==> src/rtl/dmac_req_arb.sv <==
// Upstream request arbiter and per-channel transfer-length counter for the
// DMA controller. Picks one requesting channel by round-robin, launches the
// controller with a one-cycle start, counts completed beats and reports
// terminal count, abort or a rejected configuration write.
module dmac_req_arb #(
  parameter int unsigned NCH = 4,
  parameter int unsigned CW  = 8
) (
  input  logic                     clk,
  input  logic                     rst,
  input  logic [NCH-1:0]           req,
  input  logic                     cfg_we,
  input  logic [$clog2(NCH)-1:0]   cfg_ch,
  input  logic [CW-1:0]            cfg_len,
  input  logic                     beat,
  output logic [NCH-1:0]           grant,
  output logic [$clog2(NCH)-1:0]   ch_id,
  output logic                     start,
  output logic                     busy,
  output logic [CW-1:0]            cnt,
  output logic                     tc,
  output logic                     abort,
  output logic                     cfg_err
);

  localparam int unsigned CHW = $clog2(NCH);

  typedef enum logic [1:0] {
    S_IDLE = 2'd0,
    S_ARM  = 2'd1,
    S_XFER = 2'd2,
    S_DONE = 2'd3
  } state_t;

  state_t           state;
  logic [CHW-1:0]   ptr;
  logic [CW-1:0]    len     [NCH];
  logic [CW-1:0]    len_nxt [NCH];

  logic [NCH-1:0]   elig;
  logic             win_vld;
  logic [CHW-1:0]   win_idx;
  logic [CHW-1:0]   srch_idx;
  logic             cfg_hit_act;
  logic             cfg_ok;
  logic             dec_now;
  logic             len_zero;

  // A channel may be granted only while it requests and has beats left
  always_comb begin
    for (int i = 0; i < NCH; i++) begin
      elig[i] = req[i] && (len[i] != '0);
    end
  end

  // Round-robin search starting just after the last granted channel
  always_comb begin
    win_vld  = 1'b0;
    win_idx  = '0;
    srch_idx = '0;
    for (int j = 1; j <= NCH; j++) begin
      srch_idx = CHW'((32'(ptr) + 32'(j)) % NCH);
      if (!win_vld && elig[srch_idx]) begin
        win_vld = 1'b1;
        win_idx = srch_idx;
      end
    end
  end

  // Config writes to the active channel are refused; out-of-range indices are dropped silently
  always_comb begin
    cfg_hit_act = cfg_we && busy && (cfg_ch == ch_id);
    cfg_ok      = cfg_we && (32'(cfg_ch) < NCH) && !cfg_hit_act;
    dec_now     = (state == S_XFER) && beat;
  end

  // Next value of every length register: config load or saturating beat decrement
  always_comb begin
    for (int i = 0; i < NCH; i++) begin
      len_nxt[i] = len[i];
    end
    if (cfg_ok) begin
      len_nxt[cfg_ch] = cfg_len;
    end
    if (dec_now && (len[ch_id] != '0)) begin
      len_nxt[ch_id] = len[ch_id] - CW'(1);
    end
    len_zero = (len_nxt[ch_id] == '0);
  end

  // Per-channel length storage
  always_ff @(posedge clk or negedge rst) begin
    if (!rst) begin
      for (int i = 0; i < NCH; i++) begin
        len[i] <= '0;
      end
    end else begin
      for (int i = 0; i < NCH; i++) begin
        len[i] <= len_nxt[i];
      end
    end
  end

  // Transfer FSM with registered grant, status and pulse outputs
  always_ff @(posedge clk or negedge rst) begin
    if (!rst) begin
      state   <= S_IDLE;
      ptr     <= CHW'(NCH - 1);
      grant   <= '0;
      ch_id   <= '0;
      start   <= 1'b0;
      busy    <= 1'b0;
      cnt     <= '0;
      tc      <= 1'b0;
      abort   <= 1'b0;
      cfg_err <= 1'b0;
    end else begin
      start   <= 1'b0;
      tc      <= 1'b0;
      abort   <= 1'b0;
      cfg_err <= cfg_hit_act;
      case (state)
        S_IDLE: begin
          if (win_vld) begin
            grant <= NCH'(1) << win_idx;
            ch_id <= win_idx;
            busy  <= 1'b1;
            start <= 1'b1;
            cnt   <= len_nxt[win_idx];
            state <= S_ARM;
          end
        end
        S_ARM: begin
          // beat is not counted while the controller is being launched
          cnt   <= len_nxt[ch_id];
          state <= S_XFER;
        end
        S_XFER: begin
          cnt <= len_nxt[ch_id];
          if (dec_now && len_zero) begin
            tc    <= 1'b1;
            state <= S_DONE;
          end else if (!req[ch_id]) begin
            abort <= 1'b1;
            state <= S_DONE;
          end
        end
        S_DONE: begin
          ptr   <= ch_id;
          grant <= '0;
          ch_id <= '0;
          busy  <= 1'b0;
          cnt   <= '0;
          state <= S_IDLE;
        end
        default: begin
          state <= S_IDLE;
        end
      endcase
    end
  end

endmodule

==> config.mk <==
export PLATFORM = sky130hd
export DESIGN_NAME = dmac_req_arb
export DESIGN_NICKNAME = d
export VERILOG_FILES = /design/src/rtl/dmac_req_arb.sv
export SDC_FILE = /design/constraint.sdc
export NUM_CORES = 1
export LEC_CHECK = 0
export BUFFER_PORTS_ARGS = -buffer_cell sky130_fd_sc_hd__buf_2
export CORE_ASPECT_RATIO = 0.5
export CORE_MARGIN = 8
export CORE_UTILIZATION = 55
export DETAILED_ROUTE_END_ITERATION = 10
export PLACE_DENSITY = 0.79
export SYNTH_ARGS = -nofsm -noshare
export SYNTH_HDL_FRONTEND = slang
export SYNTH_SLANG_ARGS = --single-unit
==> constraint.sdc <==
create_clock -name clk -period 5.68 [get_ports clk]
set_clock_uncertainty 0.1 [all_clocks]
set_input_delay 0.568 -clock clk [delete_from_list [all_inputs] [get_ports clk]]
set_output_delay 0.568 -clock clk [all_outputs]
set_load 0.02 [all_outputs]
## Word level (Yosys, flattened, before mapping)

Cells that the tools add are included.
W data, S select, Z words.

- Add/sub/neg operators: 5
- Magnitude comparators: 10
- Eq/ne operators: 6
- Shifts and indexed selects: 1
- Muxes and demuxes: 54
- Bitwise gates (word level): 3
- Reduce and logical (&&, ||, !) cells: 30

Operators by type and width:

| cell | count |
|---|---|
| $mux W8 | 9 |
| $bwmux W32 | 2 |
| $mux W32 | 2 |
| $bmux W8 S2 | 3 |
| $reduce_bool A8 Y1 | 5 |
| $demux W8 S2 | 2 |
| $pmux W8 S3 | 1 |
| $mux W1 | 17 |
| $mux W2 | 8 |
| $logic_and A1 B1 Y1 | 15 |
| $lt A2 B3 Y1 const B | 5 |
| $bmux W1 S2 | 5 |
| $ge A3 B3 Y1 const B | 3 |
| $not A2 Y3 | 3 |
| $logic_not A8 Y1 | 1 |
| $pmux W2 S4 | 1 |
| $pmux W4 S2 | 1 |
| $sub A8 B1 Y8 const B | 1 |
| $lt A3 B1 Y1 const B | 2 |
| $add A2 B1 Y2 const B | 2 |
| $add A2 B2 Y2 const B | 2 |
| $eq A2 B2 Y1 const B | 2 |
| $logic_not A1 Y1 | 4 |
| $mux W4 | 1 |
| 11 further kinds | 12 |

- Bits in registers: 55
- Input bits: 18
- Output and inout bits: 19
- Logic and storage cells: 123

## Depth between registers and ports, before layout

Gate-level depths: netlist of the first run.

- Depth in word-level cells: 20
- Gate-level depth with buffers: 15

## Worst setup path after synthesis of the first run

Ideal clock, no wire load.

- Path kind: register to register
- Start: register ch_id[1]
- End: register state[1]
- Library setup time: 0.126 ns
- Arrival: 3.851 ns
- Data required time: 5.454 ns
- Setup slack: 1.603 ns
- Cell stages (with the launch flop): 15
- Buffers on the path: 3
- Period minus slack after synthesis: 4.077 ns
- Cells stage by stage: dfrtp_1 buf_6 buf_2 mux4_2 inv_1 ha_1 nor2b_1 a2bb2o_4 buf_6 a31oi_2 mux2i_1 mux4_2 a2111oi_4 nand4_2 a311o_1

RTL lines:

| element | line | RTL |
|---|---|---|
| start, declared | 17 | `output logic [$clog2(NCH)-1:0] ch_id,` |
| start signal, assigned | 126 | `ch_id <= win_idx;` |
| end signal, assigned | 107 | `state <= S_IDLE;` |
| end signal, assigned | 130 | `state <= S_ARM;` |
| end signal, assigned | 136 | `state <= S_XFER;` |
| end, declared | 35 | `state_t state;` |

==> results of run 1 <==
==> worst max path at each step <==
stage | from | endpoint | slack, ns | depth (start not counted)
global placement | ch_id[1]$_DFFE_PN0P_ | state[1]$_DFFE_PN0P_ | 1.16 | 11
global route | ch_id[1]$_DFFE_PN0P_ | state[1]$_DFFE_PN0P_ | 0.76 | 11
finish | ch_id[1]$_DFFE_PN0P_ | state[1]$_DFFE_PN0P_ | 0.97 | 11
detailed placement | ch_id[1]$_DFFE_PN0P_ | state[1]$_DFFE_PN0P_ | 1.05 | 11
CTS | ch_id[1]$_DFFE_PN0P_ | state[1]$_DFFE_PN0P_ | 1.03 | 11
floorplan | ch_id[1]$_DFFE_PN0P_ | state[1]$_DFFE_PN0P_ | 1.60 | 14
==> Yosys cell counts (3+ instances only) <==
cell type   n  area [um^2]
mux2i_1    71          711
dfrtp_1    53         1330
nor2_1     28          105
nand2_1    22         82.6
a21oi_1    18         90.1
mux4_2     15          338
inv_1      10         37.5
o21ai_0    10         50.1
clkbuf_1    8         30.0
nor2b_1     8         50.1
and2_1      7         43.8
nor3_1      7         35.0
a22oi_1     6         45.0
ha_1        6         75.1
nand3_1     6         30.0
nor4_1      6         37.5
a31oi_1     5         31.3
mux2_2      5         56.3
xnor2_1     5         43.8
a22o_1      4         35.0
a311o_1     4         40.0
buf_6       4         45.0
nor3b_1     4         30.0
a211oi_1    3         22.5
a21boi_0    3         22.5
buf_2       3         15.0
o22ai_1     3         18.8
==> sequential cells by signal (all words and copies together) (netlist names), 2 cells and up <==
name   cells
ch_id      2
cnt        8
grant      4
len       32
ptr        2
state      2
==> cell type report <==
| class | instances | area [um^2] | share of cell area [%] |
|---|---|---|---|
| clock buffers | 5 | 125 | 2.78 |
| clock inverters | 3 | 46.3 | 1.03 |
| inverters | 11 | 41.3 | 0.916 |
| multi-input cells | 299 | 2560 | 56.8 |
| flip-flops and latches | 55 | 1380 | 30.6 |
| well taps | 96 | 120 | 2.67 |
| repair buffers | 43 | 233 | 5.17 |
==> power groups by stage <==
stage	Clock [mW]	Sequential [mW]	Combinational [mW]
2_1_floorplan	0	0.737	1.32
3_3_place_gp	0	0.760	1.70
3_5_place_dp	0	0.760	1.73
4_1_cts	0.366	0.756	1.74
5_1_grt	0.383	0.782	1.91
6_report	0.364	0.767	1.79
==> layer usage <==
layer  track usage [%]  up-vias
met5                 0        -
li1                  -     1541
met3              7.56       45
met2              32.6      222
met1              28.4     1718
met4              9.47        0
==> cell families (layout without fill, tap and decap cells) <==
group	count (synthesis)	after routing	share of synthesized area, %
adders and majority gates	6	6	1.83
DFF	55	55	33.7
AOI/OAI and AO/OA	86	86	17.2
muxes	95	95	28.3
buffers and inverters	30	62	3.76
xor gates and xnor gates	7	7	1.50
and+or+nand+nor	105	105	13.8
==> summary.md, run 1 <==
| Metric | Value |
|---|---|
| Slew margin rel. | 30.5% |
| Final wirelength | 11800 um |
| Placed cells | 504 |
| M1 WL | 4960 um |
| Post-synth ARST share | 100% |
| Post-route cell area | 4510 um^2 |
| Comb power frac | 61.3% |
| Pwr Total | 2.92 mW |
| First-pass GRT wire length | 18900 um |
| CTS-repair resized insts | 0 |
| I/O Pins | 37 |
| Reg power frac | 26.2% |
| Worst Path Buf+Inv | 1 |
| Crit-path cells | mux4_2 > inv_1 > ha_1 > nor2b_1 > a2bb2o_4 > a311oi_4 > mux2i_1 > mux4_2 > nor3_1 > nand4_2 > a311o_1 |
| All-Layer GR Usage | 21.9% |
| Worst-path clk slew | 0.08 ns |
| Post-Route Setup TNS | 0 ns |
| DRT iter0 DRCs | 521 |
| Synth Flop Type | dfrtp_1 |
| Grt ovf | 0 |
| R2R Setup Slk | 0.97 ns |
| VDD IR max | 0.256 mV |
| Final Core Density | 62.0% |
| Via count | 3526 |
| Largest net degree at the start of global routing | 56 |
| CTS Buf Count | 5 |
| Max layer used | met4 |
| Clock Power Share | 12.5% |
| Synth warn | 0 |
| Tmin final | 4.71 ns |
| Hold_buf cts | 0 |
| FP Rows | 22 |
| Die width | 138 um |
| Port-buffer cells | 36 |
| Critical Path Sink Type | flip-flop |
| Clk root buf | clkbuf_16 |
| Clock Path Buffers | 2 |
| CTS tree | done |
| Core area | 7270 um^2 |
| Critical Path Source Type | flip-flop |
| Measured slew at the worst slew-check pin | 1.04 ns |
| # DRC | 0 |
| CP max stage delay | 0.90 ns |
| FF+latch count, synth | 55 |
| Ant diodes | 0 |
| Worst-Skew Late Latency | 0.30 ns |
| DR WL met2 | 5140 um |
| Most used cell, CP | mux4_2 |
| Initial Utilization | 56.3% |
| Delay-heaviest family, CP | compound AO/OA/AOI/OAI gates |
| P&R area growth vs syn | 10.1% |
| Worst setup margin | 0.966 ns |
| DP Area | 4330 um^2 |
| WL per Instance | 23.1 um |
| Status | complete, no violations |
| Final setup fails | 0 |
| Number of cells on the worst reg-to-reg path | 11 |
| Sequential-to-total area share from yosys stat | 33.7% |
| Switching Fraction | 48.8% |
| Most frequent cells in the layout | 71 x mux2i_1, 53 x dfrtp_1, 36 x buf_2 |
| Internal | 1.50 mW |
| Slew Limit Fails | 0 |
| Pre-CTS setup slack | 1.05 ns |
| Final Non-Filler Cells | 512 |
| Die Y | 77.0 um |
| Worst R2R Start | ch_id[1]$_DFFE_PN0P_ |
| FF-to-FF End | state[1]$_DFFE_PN0P_ |
| Fillers | 579 |
| Die footprint | 10600 um^2 |
| Drt pass-1 iters | 5 |
| Cell Area, Synth | 4090 um^2 |
| # H-tree levels | 2 |
| Detailed Place HPWL | 8620 um |
| Maxcap violations | 0 |
| WS Path Type | reg2reg |
| EDFF count, synth | 0 |
| Most common cell after layout, fill and taps aside | mux2i_1 |
| Syn_nets | 408 |
| Via density | 6.89 |
| Tcrit/Tclk final | 83.0% |
| Initial antenna violation count | 0 |
| Leakage | 1.82 nW |
| Post-CTS Setup Repair Bufs | 0 |
| Critical Path Fanout Max | 19 |
| Pwr per Cell Area | 649 nW/um^2 |
| Antenna-violating nets left | 0 |
| Slowest stage cell, crit path | dfrtp_1 |
| Final hold vios | 0 |
| Worst hold slack | 0.280 ns |
| Fmax | 212 MHz |
| P_sw | 1.43 mW |
| Global placement routability congestion | 0.945 |
| Syn avg cell area | 10.7 um^2 |
| Nets | 439 |
| Yosys cell types | 73 |
| Mapped Cells | 384 |
| CP required | 5.77 ns |
| RSZ-0062 raised after global routing | no |
| Worst Hold Class | in2async |
| Sinks on the clock net | 55 |
| WP data arrival | 4.80 ns |
| Number of global-route vias before repair | 3443 |
| Share of cells above drive strength 1 | 22.4% |
| Routed wire length on met3 | 1380 um |
No activity file was read; power rests on OpenSTA's default activity.
==> run 2, diff against run 1 <==
- ABC_AREA: unset -> 1
- PLACE_DENSITY: 0.79 -> 0.81
- clock period: 5.68 -> 3.95 ns (I/O delays scaled with it)
==> run 2 against run 1 <==
Compared with the run above:
- setup slack got worse by 0.57 ns
- design area increased by 18%
- critical endpoint unchanged
- register-to-register slack got worse by 0.57 ns
- first-iteration DRC count increased by 29%
- critical path depth increased by 10
- maximum frequency increased by 33%
- core utilization decreased by 1.0 points
- critical path type unchanged
- non-clock buffer count increased by 6
- total power increased by 87%
- final cell count increased by 81%
- sequential share of layout area decreased by 4.7 points
- highest routed layer unchanged
- combinational power increased by 110%
==> summary.md, run 2 <==
| Metric | Value |
|---|---|
| Port-buffer cells | 36 (unchanged) |
| Most common cell after layout, fill and taps aside | nand2_1 (was mux2i_1) |
| Synth Flop Type | dfrtp_1 (unchanged) |
| Post-synth ARST share | 100% (unchanged) |
| Detailed Place HPWL | 13600 um (was 8620 um) |
| CTS Buf Count | 5 (unchanged) |
| Status | complete, no violations (unchanged) |
| Post-CTS Setup Repair Bufs | 0 (unchanged) |
| Worst-path clk slew | 0.07 ns (was 0.08 ns) |
| Hold_buf cts | 0 (unchanged) |
| Mapped Cells | 787 (was 384) |
| Die Y | 83.1 um (was 77.0 um) |
| WS Path Type | reg2reg (unchanged) |
| P&R area growth vs syn | 7.53% (was 10.1%) |
| Final wirelength | 17800 um (was 11800 um) |
| Tcrit/Tclk final | 90.0% (was 83.0%) |
| Reg with most FFs | len (unchanged) |
| Sinks on the clock net | 55 (unchanged) |
| Via count | 5547 (was 3526) |
| Grt ovf | 0 (unchanged) |
| Number of global-route vias before repair | 4962 (was 3443) |
| DP Area | 5170 um^2 (was 4330 um^2) |
| Synth warn | 0 (unchanged) |
| Nets | 834 (was 439) |
| Worst-Skew Late Latency | 0.30 ns (about the same) |
| Fmax | 281 MHz (was 212 MHz) |
| Critical Path Fanout Max | 13 (was 19) |
| Placed cells | 920 (was 504) |
| WP data arrival | 3.65 ns (was 4.80 ns) |
| Initial Utilization | 56.7% (was 56.3%) |
| Final hold vios | 0 (unchanged) |
| Cell Area, Synth | 4950 um^2 (was 4090 um^2) |
| Top flop regs | len x32, cnt x8, grant x4 (unchanged) |
| Largest net degree at the start of global routing | 44 (was 56) |
| Pre-CTS setup slack | 0.548 ns (was 1.05 ns) |
| Worst setup margin | 0.393 ns (was 0.966 ns) |
| Post-route cell area | 5330 um^2 (was 4510 um^2) |
| Tmin final | 3.56 ns (was 4.71 ns) |
| Switching Fraction | 59.0% (was 48.8%) |
| Clock Path Buffers | 2 (unchanged) |
| Antenna-violating nets left | 0 (unchanged) |
| Clock Power Share | 8.9% (was 12.5%) |
| All-Layer GR Usage | 28.1% (was 21.9%) |
| Die width | 150 um (was 138 um) |
| Measured slew at the worst slew-check pin | 0.952 ns (was 1.04 ns) |
| Final setup fails | 0 (unchanged) |
| Pwr Total | 5.47 mW (was 2.92 mW) |
| WL per Instance | 19.1 um (was 23.1 um) |
| Top cell type by total area after synthesis | dfrtp_1 (unchanged) |
| Leakage | 3.01 nW (was 1.82 nW) |
| Drt pass-1 iters | 5 (unchanged) |
| Worst Hold Class | in2async (unchanged) |
| Syn avg cell area | 6.29 um^2 (was 10.7 um^2) |
| Worst hold slack | 0.129 ns (was 0.280 ns) |
| Core area | 8740 um^2 (was 7270 um^2) |
| RSZ-0062 raised after global routing | no (unchanged) |
| # DRC | 0 (unchanged) |
| Yosys cell types | 36 (was 73) |
| EDFF count, synth | 0 (unchanged) |
| DRT iter0 DRCs | 672 (was 521) |
| CTS-repair resized insts | 0 (unchanged) |
| Slew Limit Fails | 0 (unchanged) |
| Global placement routability congestion | 1.06 (was 0.945) |
| Synth top cells by count | 277 x nand2_1, 114 x nand3_1, 78 x inv_1, 55 x nor2_1, 53 x dfrtp_1 (was 71 x mux2i_1, 53 x dfrtp_1, 28 x nor2_1, 22 x nand2_1, 18 x a21oi_1) |
| Share of cells above drive strength 1 | 12.9% (was 22.4%) |
| Syn_nets | 811 (was 408) |
| First-pass GRT wire length | 27400 um (was 18900 um) |
| Ranking of synthesized cells by area | dfrtp_1 27%, nand2_1 21%, nand3_1 12% (was dfrtp_1 32%, mux2i_1 17%, mux4_2 8.3%) |
| Largest register FFs | 32 (unchanged) |
| VDD IR max | 0.988 mV (was 0.256 mV) |
| Critical Path Source Type | flip-flop (unchanged) |
| Post-Route Setup TNS | 0 ns (unchanged) |
| Clk root buf | clkbuf_16 (unchanged) |
| Final Non-Filler Cells | 928 (was 512) |
| Reg power frac | 21.1% (was 26.2%) |
| I/O Pins | 37 (unchanged) |
| Slew margin rel. | 36.3% (was 30.5%) |
| FF+latch count, synth | 55 (unchanged) |
| Sequential-to-total area share from yosys stat | 27.8% (was 33.7%) |
| Pwr per Cell Area | 1030 nW/um^2 (was 649 nW/um^2) |
| Critical Path Sink Type | flip-flop (unchanged) |
| Final Core Density | 61.0% (was 62.0%) |
| Via density | 5.98 (was 6.89) |
| Yosys top cell area share | 26.8% (was 32.4%) |
| Ant diodes | 0 (unchanged) |
| Die footprint | 12500 um^2 (was 10600 um^2) |
| FP Rows | 24 (was 22) |
| # H-tree levels | 2 (unchanged) |
| CTS tree | done (unchanged) |
| P_sw | 3.23 mW (was 1.43 mW) |
| Comb power frac | 70.0% (was 61.3%) |
| CP required | 4.05 ns (was 5.77 ns) |
| Maxcap violations | 0 (unchanged) |
| Internal | 2.24 mW (was 1.50 mW) |
| Most frequent cells in the layout | 277 x nand2_1, 114 x nand3_1, 78 x inv_1 (was 71 x mux2i_1, 53 x dfrtp_1, 36 x buf_2) |
| Most frequent cell after synthesis | nand2_1 (was mux2i_1) |
| Initial antenna violation count | 0 (unchanged) |
## run 2: cell count changes in the layout (fill, tap and decap cells not counted), moves of 14 or more
| cell | previous run | this run |
|---|---|---|
| inv_1 | 10 | 78 |
| mux2i_1 | 71 | 18 |
| mux4_2 | 15 | 0 |
| nand2_1 | 22 | 277 |
| nand3_1 | 6 | 114 |
| nand3b_1 | 2 | 17 |
| nand4_1 | 1 | 15 |
| nor2_1 | 28 | 55 |
| nor2_2 | 0 | 14 |
## run 2: worst paths after layout
check                                       endpoint  cells after the start                 start  slack, ns
worst min register to register  grant[1]$_DFFE_PN0P_                      2  grant[1]$_DFFE_PN0P_       0.41
max in group asynchronous          len[21]$_DFF_PN0_                      2                   rst       2.84
worst min-delay path              cnt[0]$_DFFE_PN0P_                      1                   rst       0.13
worst max-delay path            state[1]$_DFFE_PN0P_                     21  ch_id[1]$_DFFE_PN0P_       0.39
min in group clk                grant[1]$_DFFE_PN0P_                      2  grant[1]$_DFFE_PN0P_       0.41
worst max register to register  state[1]$_DFFE_PN0P_                     21  ch_id[1]$_DFFE_PN0P_       0.39
## run 2: layer usage
metal	vias up	GRT usage, %	part of all wire [%]
li1	2587	-	-
met1	2550	40.8	44
met2	386	35.5	37
met3	24	14.3	18
met4	0	5.95	1.2
met5	-	0	0
## run 2: final cells by class
type	instances	area (um^2)
repair buffers	49	278
multi-input cells	617	3050
flip-flops and latches	55	1380
inverters	82	309
clock inverters	1	7.51
clock buffers	7	153
well taps	117	146
fillers	851	3410
## run 2: cells by family after synthesis
family | after synthesis | share of synthesized area, %
AND/OR/NAND/NOR | 551 | 51.6
flip-flops | 55 | 27.8
AO/OA/AOI/OAI | 40 | 4.52
buffers and inverters | 115 | 10.5
adder cells (fa/ha/maj) | 6 | 1.52
multiplexers | 18 | 3.64
XOR/XNOR | 2 | 0.354
## run 2: critical path, cell delays in order, from the launching register on
cell and delay (ns):
dfrtp_1 0.53, nor2_2 0.35, buf_4 0.29, nand2_1 0.07
nand2_1 0.06, nor2_1 0.06, nand2_1 0.09, nor2_2 0.05
nand2_2 0.27, nand2_1 0.15, nor2_1 0.39, nand2_1 0.11
nand3_1 0.09, nand2_1 0.09, nor2_1 0.20, nand2_1 0.09
nor2_2 0.10, nand3_2 0.09, nand3_2 0.10, nand2_2 0.06
nand2_1 0.07, nand2_1 0.05
## run 2: power groups by stage
stage | clock (mW) | combinational, mW | sequential [mW]
finish | 0.490 | 3.83 | 1.15
global route | 0.513 | 4.19 | 1.17
global placement | 0 | 3.67 | 1.13
floorplan | 0 | 2.57 | 1.08
detailed placement | 0 | 3.66 | 1.14
CTS | 0.487 | 3.69 | 1.13
==> run 3, diff against run 2 <==
- PLACE_DENSITY: 0.81 -> 0.78
- clock period: 3.95 -> 4.2 ns (I/O delays scaled with it)
==> run 3 against run 2 <==
Compared with the run above:
- count of clock-buffer cells in the layout is 2 lower
- global-route usage shrank 0.66 points
- clock power down 10%
- first-iteration DRC count rose by 10%
- final cell count fell by 0.32%
- flip-flop and latch count did not move
- combinational power fell by 9.7%
- wire length shrank 3.7%
- critical endpoint is now state[0]$_DFFE_PN0P_
- largest cell class unchanged
==> summary.md, run 3 (same netlist as run 2, synthesis figures left out) <==
| Metric | Value |
|---|---|
| First-pass GRT wire length | 27000 um (was 27400 um) |
| WL per Instance | 18.5 um (was 19.1 um) |
| Measured slew at the worst slew-check pin | 0.893 ns (was 0.952 ns) |
| Core area | 8740 um^2 (unchanged) |
| Final setup fails | 0 (unchanged) |
| Final Non-Filler Cells | 925 (was 928) |
| Die Y | 83.1 um (unchanged) |
| Number of global-route vias before repair | 4932 (was 4962) |
| Critical Path Sink Type | flip-flop (unchanged) |
| Worst-path clk slew | 0.08 ns (was 0.07 ns) |
| Die footprint | 12500 um^2 (unchanged) |
| Most frequent cells in the layout | 277 x nand2_1, 114 x nand3_1, 78 x inv_1 (unchanged) |
| # DRC | 0 (unchanged) |
| Share of cells above drive strength 1 | 12.6% (was 12.9%) |
| VDD IR max | 0.607 mV (was 0.988 mV) |
| Reg with most FFs | len (unchanged) |
| Number of cells on the worst reg-to-reg path | 21 (unchanged) |
| CTS-repair resized insts | 0 (unchanged) |
| Fmax | 285 MHz (was 281 MHz) |
| Post-Route Setup TNS | 0 ns (unchanged) |
| Post-route cell area | 5300 um^2 (was 5330 um^2) |
| Largest register FFs | 32 (unchanged) |
| Drt pass-1 iters | 5 (unchanged) |
| Sinks on the clock net | 55 (unchanged) |
| Hold_buf cts | 0 (unchanged) |
| Slew margin rel. | 40.3% (was 36.3%) |
| Maxcap violations | 0 (unchanged) |
| Tmin final | 3.51 ns (was 3.56 ns) |
| Final wirelength | 17100 um (was 17800 um) |
| Most common cell after layout, fill and taps aside | nand2_1 (unchanged) |
| I/O Pins | 37 (unchanged) |
| P&R area growth vs syn | 6.92% (was 7.53%) |
| Largest net degree at the start of global routing | 56 (was 44) |
| Grt ovf | 0 (unchanged) |
| CP required | 4.30 ns (was 4.05 ns) |
| Port-buffer cells | 36 (unchanged) |
| Pwr per Cell Area | 944 nW/um^2 (was 1030 nW/um^2) |
| Status | complete, no violations (unchanged) |
| Die width | 150 um (unchanged) |
| Leakage | 2.99 nW (was 3.01 nW) |
| Critical Path Source Type | flip-flop (unchanged) |
| Top flop regs | len x32, cnt x8, grant x4 (unchanged) |
| Initial Utilization | 56.7% (unchanged) |
| Pwr Total | 5.00 mW (was 5.47 mW) |
| FP Rows | 24 (unchanged) |
| Via count | 5440 (was 5547) |
| Initial antenna violation count | 0 (unchanged) |
| Global placement routability congestion | 1.02 (was 1.06) |
| CTS tree | done (unchanged) |
| Critical Path Fanout Max | 13 (unchanged) |
| RSZ-0062 raised after global routing | no (unchanged) |
| Antenna-violating nets left | 0 (unchanged) |
| Detailed Place HPWL | 13100 um (was 13600 um) |
| Worst hold slack | 0.148 ns (was 0.129 ns) |
| DP Area | 5140 um^2 (was 5170 um^2) |
| Via density | 5.88 (was 5.98) |
| Placed cells | 917 (was 920) |
| WP data arrival | 3.61 ns (was 3.65 ns) |
| DRT iter0 DRCs | 740 (was 672) |
| Worst-Skew Late Latency | 0.30 ns (about the same) |
| Slew Limit Fails | 0 (unchanged) |
| Nets | 831 (was 834) |
| Final hold vios | 0 (unchanged) |
| Clk root buf | clkbuf_16 (unchanged) |
| WS Path Type | reg2reg (unchanged) |
| # H-tree levels | 2 (unchanged) |
| CTS Buf Count | 5 (unchanged) |
| Post-CTS Setup Repair Bufs | 0 (unchanged) |
| Ant diodes | 0 (unchanged) |
| Tcrit/Tclk final | 83.5% (was 90.0%) |
| Clock Path Buffers | 2 (unchanged) |
| Worst Hold Class | in2async (unchanged) |
| All-Layer GR Usage | 27.5% (was 28.1%) |
-- run 3: metal layers --
layer / vias to the layer above / routed length (um) / track usage, %
met4: 0 / 255 / 6.22
met2: 339 / 6540 / 35.7
met5: - / 0 / 0
met3: 23 / 2350 / 9.52
met1: 2507 / 7960 / 41.5
li1: 2571 / - / -
-- run 3: layout make-up --
type / count / area, um^2
inverter: 82 / 309
tap: 117 / 146
clock inverter: 3 / 27.5
sequential: 55 / 1380
multi-input combinational: 617 / 3050
clock buffer: 5 / 125
timing repair buffer: 46 / 255
fill: 853 / 3440
-- run 3: through the flow --
stage | setup WS [ns] | util, %
floorplan | 1.39 | -
finish | 0.693 | 60.6
CTS | 0.784 | 60.6
detailed placement | 0.803 | 58.9
global route | 0.412 | 60.6
global placement | 0.925 | 58.9
-- run 3: path summary, 6_finish.rpt --
kind,slack (ns),endpoint,startpoint
worst max-delay path,0.69,state[0]$_DFFE_PN0P_,ch_id[1]$_DFFE_PN0P_
worst min-delay path,0.15,cnt[2]$_DFFE_PN0P_,rst
worst max register to register,0.69,state[0]$_DFFE_PN0P_,ch_id[1]$_DFFE_PN0P_
worst min register to register,0.42,grant[0]$_DFFE_PN0P_,grant[0]$_DFFE_PN0P_
max in group asynchronous,3.38,len[27]$_DFF_PN0_,rst
min in group clk,0.42,grant[0]$_DFFE_PN0P_,grant[0]$_DFFE_PN0P_
-- run 3: worst max-delay path, cell delays in order (launching register included) --
cell     delay [ns]
dfrtp_1        0.55
nor2_2         0.39
buf_4          0.28
nand2_1        0.07
nand2_1        0.06
nor2_1         0.06
nand2_1        0.08
nor2_2         0.04
nand2_2        0.25
nand3_2        0.23
inv_1          0.25
nand2_1        0.10
nand3_1        0.08
nand2_1        0.06
nor2_1         0.23
nand2_1        0.11
nor2_2         0.11
nand3_2        0.09
nand3_2        0.10
nand2_2        0.06
nand2_1        0.07
nand2_1        0.04
-- run 3: power by group --
part | total, mW | internal (mW) | leakage, nW | switching, mW
registers | 1.10 | 0.771 | 0.691 | 0.327
clock network | 0.440 | 0.227 | 0.0719 | 0.213
logic | 3.46 | 1.04 | 2.23 | 2.42
total | 5.00 | 2.04 | 2.99 | 2.96
